### src/rtl/rr_grant_reg.sv
// rr_grant_reg: round-robin arbiter with a registered grant.
// A winner is chosen from reqs_i starting at a rotating priority pointer and
// held in flops until the consumer accepts it with yumi_i. On acceptance the
// pointer moves just past the accepted requester, and a new winner is loaded
// in the same cycle if any request is present.
//
// Ports:
//   clk_i      : clock, all state updates on the rising edge
//   reset_n_i  : asynchronous active-low reset
//   reqs_i     : request vector, bit k = requester k wants service
//   yumi_i     : consumer accepts the current grant (ignored when v_o=0)
//   v_o        : registered grant valid
//   grant_o    : registered one-hot grant, zero when v_o=0
//   tag_o      : registered binary index of grant_o, zero when v_o=0
module rr_grant_reg #(
  parameter int width_p     = 4,
  parameter int tag_width_p = (width_p > 1) ? $clog2(width_p) : 1
) (
  input  logic                   clk_i,
  input  logic                   reset_n_i,
  input  logic [width_p-1:0]     reqs_i,
  input  logic                   yumi_i,
  output logic                   v_o,
  output logic [width_p-1:0]     grant_o,
  output logic [tag_width_p-1:0] tag_o
);

  typedef enum logic {
    IDLE  = 1'b0,
    GRANT = 1'b1
  } state_e;

  state_e                 r_state;
  logic                   r_armed;
  logic [tag_width_p-1:0] r_ptr;
  logic                   r_v;
  logic [width_p-1:0]     r_grant;
  logic [tag_width_p-1:0] r_tag;

  logic                   w_accept;
  logic [tag_width_p-1:0] w_ptr_inc;
  logic [tag_width_p-1:0] w_ptr_sel;
  logic [width_p-1:0]     w_masked;
  logic [width_p-1:0]     w_scan_m;
  logic [width_p-1:0]     w_scan_u;
  logic [width_p-1:0]     w_oh_m;
  logic [width_p-1:0]     w_oh_u;
  logic [width_p-1:0]     w_win;
  logic [tag_width_p-1:0] w_win_tag;

  assign w_accept  = (r_state == GRANT) && yumi_i;
  assign w_ptr_inc = (r_tag == tag_width_p'(width_p - 1)) ? '0
                                                          : r_tag + tag_width_p'(1);
  // A back-to-back winner must already see the pointer moved past the
  // requester being accepted, so select with the incremented value.
  assign w_ptr_sel = w_accept ? w_ptr_inc : r_ptr;

  always_comb begin
    w_masked  = '0;
    w_scan_m  = '0;
    w_scan_u  = '0;
    w_oh_m    = '0;
    w_oh_u    = '0;
    w_win     = '0;
    w_win_tag = '0;

    for (int unsigned k = 0; k < width_p; k++) begin
      w_masked[k] = reqs_i[k] && (k >= 32'(w_ptr_sel));
    end

    // Lo-to-hi OR scans; the first set bit of each scan is the winner.
    w_scan_m[0] = w_masked[0];
    w_scan_u[0] = reqs_i[0];
    for (int unsigned k = 1; k < width_p; k++) begin
      w_scan_m[k] = w_scan_m[k-1] | w_masked[k];
      w_scan_u[k] = w_scan_u[k-1] | reqs_i[k];
    end

    w_oh_m[0] = w_scan_m[0];
    w_oh_u[0] = w_scan_u[0];
    for (int unsigned k = 1; k < width_p; k++) begin
      w_oh_m[k] = w_scan_m[k] & ~w_scan_m[k-1];
      w_oh_u[k] = w_scan_u[k] & ~w_scan_u[k-1];
    end

    // Nothing at/above the pointer: wrap to the lowest request overall.
    w_win = (|w_masked) ? w_oh_m : w_oh_u;

    for (int unsigned k = 0; k < width_p; k++) begin
      if (w_win[k]) begin
        w_win_tag = w_win_tag | tag_width_p'(k);
      end
    end
  end

  // r_armed holds off the first grant for one edge after reset release, so a
  // grant never appears before the second rising edge after deassertion.
  always_ff @(posedge clk_i or negedge reset_n_i) begin
    if (!reset_n_i) begin
      r_state <= IDLE;
      r_armed <= 1'b0;
      r_ptr   <= '0;
      r_v     <= 1'b0;
      r_grant <= '0;
      r_tag   <= '0;
    end else if (!r_armed) begin
      r_armed <= 1'b1;
    end else begin
      case (r_state)
        IDLE: begin
          if (|reqs_i) begin
            r_state <= GRANT;
            r_v     <= 1'b1;
            r_grant <= w_win;
            r_tag   <= w_win_tag;
          end
        end
        GRANT: begin
          if (yumi_i) begin
            r_ptr <= w_ptr_inc;
            if (|reqs_i) begin
              r_grant <= w_win;
              r_tag   <= w_win_tag;
            end else begin
              r_state <= IDLE;
              r_v     <= 1'b0;
              r_grant <= '0;
              r_tag   <= '0;
            end
          end
        end
        default: begin
          r_state <= IDLE;
          r_v     <= 1'b0;
          r_grant <= '0;
          r_tag   <= '0;
        end
      endcase
    end
  end

  assign v_o     = r_v;
  assign grant_o = r_grant;
  assign tag_o   = r_tag;

endmodule

### config.mk
export PLATFORM = sky130hd
export DESIGN_NAME = rr_grant_reg
export DESIGN_NICKNAME = d
export VERILOG_FILES = /design/src/rtl/rr_grant_reg.sv
export SDC_FILE = /design/constraint.sdc
export NUM_CORES = 1
export LEC_CHECK = 0
export BUFFER_PORTS_ARGS = -buffer_cell sky130_fd_sc_hd__buf_2
export CORE_MARGIN = 2
export CORE_UTILIZATION = 50
export CTS_CLUSTER_SIZE = 10
export DETAILED_ROUTE_END_ITERATION = 6
export GPL_TIMING_DRIVEN = 0
export PLACE_DENSITY = 0.85
export REMOVE_ABC_BUFFERS = 1
export SLEW_MARGIN = 20
export SYNTH_ARGS = -nofsm -noshare
export SYNTH_HDL_FRONTEND = slang
export SYNTH_SLANG_ARGS = --single-unit
### constraint.sdc
create_clock -name clk_i -period 2.1 [get_ports clk_i]
set_input_delay 0.105 -clock clk_i [delete_from_list [all_inputs] [get_ports clk_i]]
set_output_delay 0.105 -clock clk_i [all_outputs]
set_load 0.005 [all_outputs]
* Yosys cells after proc, flatten, opt, wreduce, memory -nomap -nowiden
Index checks and enable logic that the tools add are counted.
** Storage, ports and cells
- Word-level logic and storage cells :: 63
- Input bits :: 7
- Bits in registers :: 11
** Operators by class
- Reductions and logical operators :: 9
- Add/sub/neg operators :: 1
- Multiplexer cells :: 21
- Order comparisons :: 3
- Equal/unequal tests :: 4
- Bitwise logic cells :: 19
** Operators by type and width (count)
- $mux W4 :: 4
- $mux W2 :: 7
- $pmux W4 S2 :: 1
- $reduce_or A4 Y1 :: 2
- $not A1 Y1 :: 7
- $and A1 B1 Y1 :: 6
- $mux W1 :: 6
- $ne A2 B2 Y1 const B :: 3
- $or A1 B1 Y1 :: 6
- $reduce_and A3 Y1 :: 2
- $ge A1 B2 Y1 const A :: 2
- $logic_and A1 B1 Y1 :: 4
- $pmux W1 S2 :: 2
- $pmux W2 S2 :: 1
- $reduce_and A4 Y1 :: 1
- $add A2 B1 Y2 const B :: 1
- $eq A2 B2 Y1 const B :: 1
- $ge A2 B2 Y1 const A :: 1

* Logic depth before layout (Yosys ltp)
- Depth in word-level cells :: 16
- Gate-level depth with buffers :: 6
- Depth with buffers taken out :: 6

* Worst setup path before layout
OpenSTA, ideal clock, no wires.
- Path type :: flip-flop to flip-flop
- Start point :: register r_tag[0], in the netlist tag_o[0]
- End point :: register r_tag[1], in the netlist tag_o[1]
- Path slack :: 0.422 ns
- Cell stages (with the launch flop) :: 6
- Data required time :: 1.976 ns
- Arrival time :: 1.554 ns
- Buffers on the path :: 0
- Cells stage by stage :: dfrtp_1 -> ha_1 -> nor2_1 -> o22ai_1 -> o311a_1 -> a211o_1
** On the way
- Longest elaborated chain between the ends :: 14
** Ends and longest elaborated chain
- from (decl) :: RTL line 38 : logic [tag_width_p-1:0] r_tag;
- from (signal assigned) :: RTL line 115 : r_tag <= w_win_tag;
- from (signal assigned) :: RTL line 123 : r_tag <= w_win_tag;
- $add A2 B1 Y2 / $eq A2 B2 Y1 (equally long branches) :: RTL line 53, 52
- $mux W2 (*) :: RTL line 52 : assign w_ptr_inc = (r_tag == tag_width_p'(width_p - 1)) ? '0
- $mux W2 (*) :: RTL line 56 : assign w_ptr_sel = w_accept ? w_ptr_inc : r_ptr;
- $ge A1 B2 Y1 :: RTL line 68 : w_masked[k] = reqs_i[k] && (k >= 32'(w_ptr_sel));
- $logic_and A1 B1 Y1 :: RTL line 68
- $or A1 B1 Y1 :: RTL line 75 : w_scan_m[k] = w_scan_m[k-1] | w_masked[k];
- $or A1 B1 Y1 / $not A1 Y1 (equally long branches) :: RTL line 75, 82
- $and A1 B1 Y1 (tied with other cells) :: RTL line 82 : w_oh_m[k] = w_scan_m[k] & ~w_scan_m[k-1];
- $mux W4 (*) :: RTL line 87 : w_win = (|w_masked) ? w_oh_m : w_oh_u;
- $mux W2 / $mux W4 (equally long branches) :: RTL line 90, 87
- $mux W2 (*) :: RTL line 90 : if (w_win[k]) begin
- $mux W2 :: RTL line 121 : if (|reqs_i) begin
- $mux W2 :: RTL line 119 : if (yumi_i) begin
- $pmux W2 S2 (*) :: RTL line 109 : case (r_state)
Mark *: on every way between the ends. The rest lies on a longest branch, timed or not. The select of a mux whose other input is x is not followed.
A chain may end at the register's enable or synchronous reset.

* Final worst setup path
Ends and elaborated chain as after synthesis.

==> flow_summary.json <==
{
  "first_pass_iters": 4,
  "start_kind": "flop",
  "drt_iter0_markers": 8,
  "avgSynthCellArea_um2": 9.826,
  "route.met2.wl_um": 764,
  "p_leak_uw": 0.0003958,
  "switchingPower_uw": 318.8,
  "final_layout_size_suffix_gt1_share_pct": 29.76,
  "antenna_found_initial": 0,
  "design_area_um2": 765.7,
  "rr_worst_depth": 5,
  "tritoncts": "yes",
  "ctsLongestPathBuffers": 2,
  "ys_seq_area_share_pct": 41.20,
  "ir_drop_mv": 0.6794,
  "min_period_ps": 1877,
  "power.total_uw": 851.0,
  "pwr-share-seq_pct": 39.2,
  "synth_area_um2": 668.1,
  "critPathKind": "reg -> reg",
  "drv_slew": 0,
  "ios": 14,
  "instances_no_fill": 99,
  "clock-sinks": 11,
  "grt_pass1_vias": 493,
  "drc": 0,
  "multi_input_area_um2": 362.8,
  "worstPathMaxFanout": 5,
  "cts_root_buffer": "clkbuf_4",
  "totalWireLength_um": 1480,
  "async_reset_ff_share_pct": 100.0,
  "grt_pass1_wl_um": 2063,
  "yosysMostFrequentCell": "nand2_1",
  "gr-total-overflow": 0,
  "synth_cell_types": 33,
  "skew_ps": 1.850,
  "cp.buffers_inverters": 0,
  "layout.area.seq_um2": 275.3,
  "crit_path_end_kind": "flop",
  "power_density_nw_per_um2": 1111,
  "ant_nets": 0,
  "cap_violations": 0,
  "pwr-share-comb_pct": 44.4,
  "avgRoutedWirePerCell_um": 14.95,
  "max_stage_delay_ps": 410,
  "htreeDepth": 1,
  "hp-class": "in -> reg",
  "reg2reg_slack_ps": 220,
  "fmax_ghz": 0.5327,
  "dp_hpwl_um": 1173,
  "die-area_um2": 1645,
  "worstPathArrival_ps": 2020,
  "fin_nets": 93,
  "p_int_uw": 532.2,
  "setup_viol": 0,
  "grt_start_max_net_pins": 12,
  "clk_pin_slew_ps": 70,
  "r2r_end": "tag_o[1]",
  "synth_area_leaders": "dfrtp_1 (41%), nand2_1 (6.7%), buf_6 (3.4%)",
  "cp.required_ps": 2240,
  "portBuffers": 13,
  "gp_congestion": 0.7298,
  "hold_start": "reqs_i[0]",
  "syn_to_final_growth_pct": 14.61,
  "yosys-top-cells-count": "nand2_1 (12), dfrtp_1 (11), a21oi_1 (4)",
  "dpl_cell_area_um2": 729.5,
  "top_layer_used": "met4",
  "setup_tns_ps": 0,
  "rr_startpoint": "tag_o[0]",
  "synth_edf_count": 0,
  "worstHoldEndpoint": "grant_o[0]",
  "hold_path_depth": 3,
  "dominantRegCellSynth": "dfrtp_1",
  "rsz0062_at_grt": "no",
  "track_usage_pct": 19.65,
  "wl_met3_um": 98,
  "die_h_um": 40.56,
  "synth_top_area_share_pct": 41.20,
  "cp_top_family": "compound AO/OA/AOI/OAI gates",
  "num_antenna_cells": 0,
  "cts_made_buffers": 3,
  "synth_seq_cells": 11,
  "rows": 13,
  "cpMaxStageDelayCell": "dfrtp_1",
  "clk_latency_ps": 260,
  "switching_share_pct": 37.46,
  "dp_worst_setup_slack_ps": 261.6,
  "vias": 574,
  "hold_violations": 0,
  "setup_slack_ps": 222.7,
  "coreArea_um2": 1269,
  "path_cells": "ha_1, nor2_1, o22ai_1, o311a_1, a211o_1",
  "via_per_inst": 5.798,
  "syn_inst": 68,
  "run_status": "completed",
  "m1WireLength_um": 612,
  "place_inst": 94,
  "fillCellCount": 128,
  "pwr-share-clk_pct": 16.3,
  "synth_top_cell_by_area": "dfrtp_1",
  "period_share_pct": 89.40,
  "start_util_pct": 52.66,
  "ys_warn_count": 0,
  "die_x_um": 40.56
}
==> worst reg2reg max path, stage by stage, from the launching register on <==
cell	delay, ps
dfrtp_1	410
ha_1	220
nor2_1	350
o22ai_1	140
o311a_1	400
a211o_1	240
==> logic make-up after synthesis <==
| family | after synthesis | share of synthesized area, % |
|---|---|---|
| other cells | 1 | 0.5613 |
| flops | 11 | 41.20 |
| compound gates | 22 | 25.09 |
| buf+inv | 4 | 4.495 |
| mux | 2 | 3.371 |
| simple gates | 27 | 23.41 |
| fa+ha+maj | 1 | 1.872 |
==> power groups by stage <==
stage               registers, uW  clock network, uW  logic (uW)
floorplan                     332                  0         257
global placement              333                  0         354
detailed placement            338                  0         370
CTS                           334                142         374
global route                  344                157         405
finish                        334                139         378
==> registers in the layout (all words and copies together), names as in the netlist <==
register / count
r_armed: 1
v_o: 1
tag_o: 2
grant_o: 4
r_state: 1
r_ptr: 2
==> metal layers <==
metal | vias up | track usage, %
met5 | - | 0
met4 | 0 | 7.500
met3 | 2 | 3.889
met2 | 22 | 34.13
met1 | 267 | 23.53
li1 | 283 | -
==> cell usage in the layout, fill, tap and decap left out, drive strengths merged, types with 2 or more instances in the layout <==
cell	instances
a211oi	2
a21bo	2
a21oi	4
a31oi	2
buf	13
clkbuf	4
dfrtp	11
inv	2
mux2	2
nand2	12
nand3	4
nor2	3
nor3	2
o21ai	3
==> cell type report <==
type                    count  area share (%)
multi-input cells          53           47.39
flip-flops and latches     11           35.95
repair buffers             14           9.804
clock buffers               4           3.431
well taps                  15           2.451
inverters                   2          0.9804
==> per-stage QoR <==
stage               hold WS (ps)  util (%)
floorplan                 -190.6         -
global placement          -19.95     57.50
detailed placement        -18.28     57.50
CTS                        138.3     60.36
global route               136.8     60.36
finish                     141.4     60.36
==> how the worst max path moves through the flow <==
| stage | from | end | cells past startpoint |
|---|---|---|---|
| finish | tag_o[0] | tag_o[1] | 5 |
| global route | tag_o[0] | tag_o[1] | 5 |
| CTS | tag_o[0] | tag_o[1] | 5 |
| detailed placement | tag_o[0] | tag_o[1] | 5 |
| global placement | tag_o[0] | tag_o[1] | 5 |
| floorplan | tag_o[0] | tag_o[0] | 6 |
==> what timing repair did <==
item / CTS / global route
hold endpoints to repair: 11 / 0
gates resized for setup: 0 / 0
buffers inserted: 0 / 0
hold buffers: 1 / 0
(Power assumes the default switching activity.)
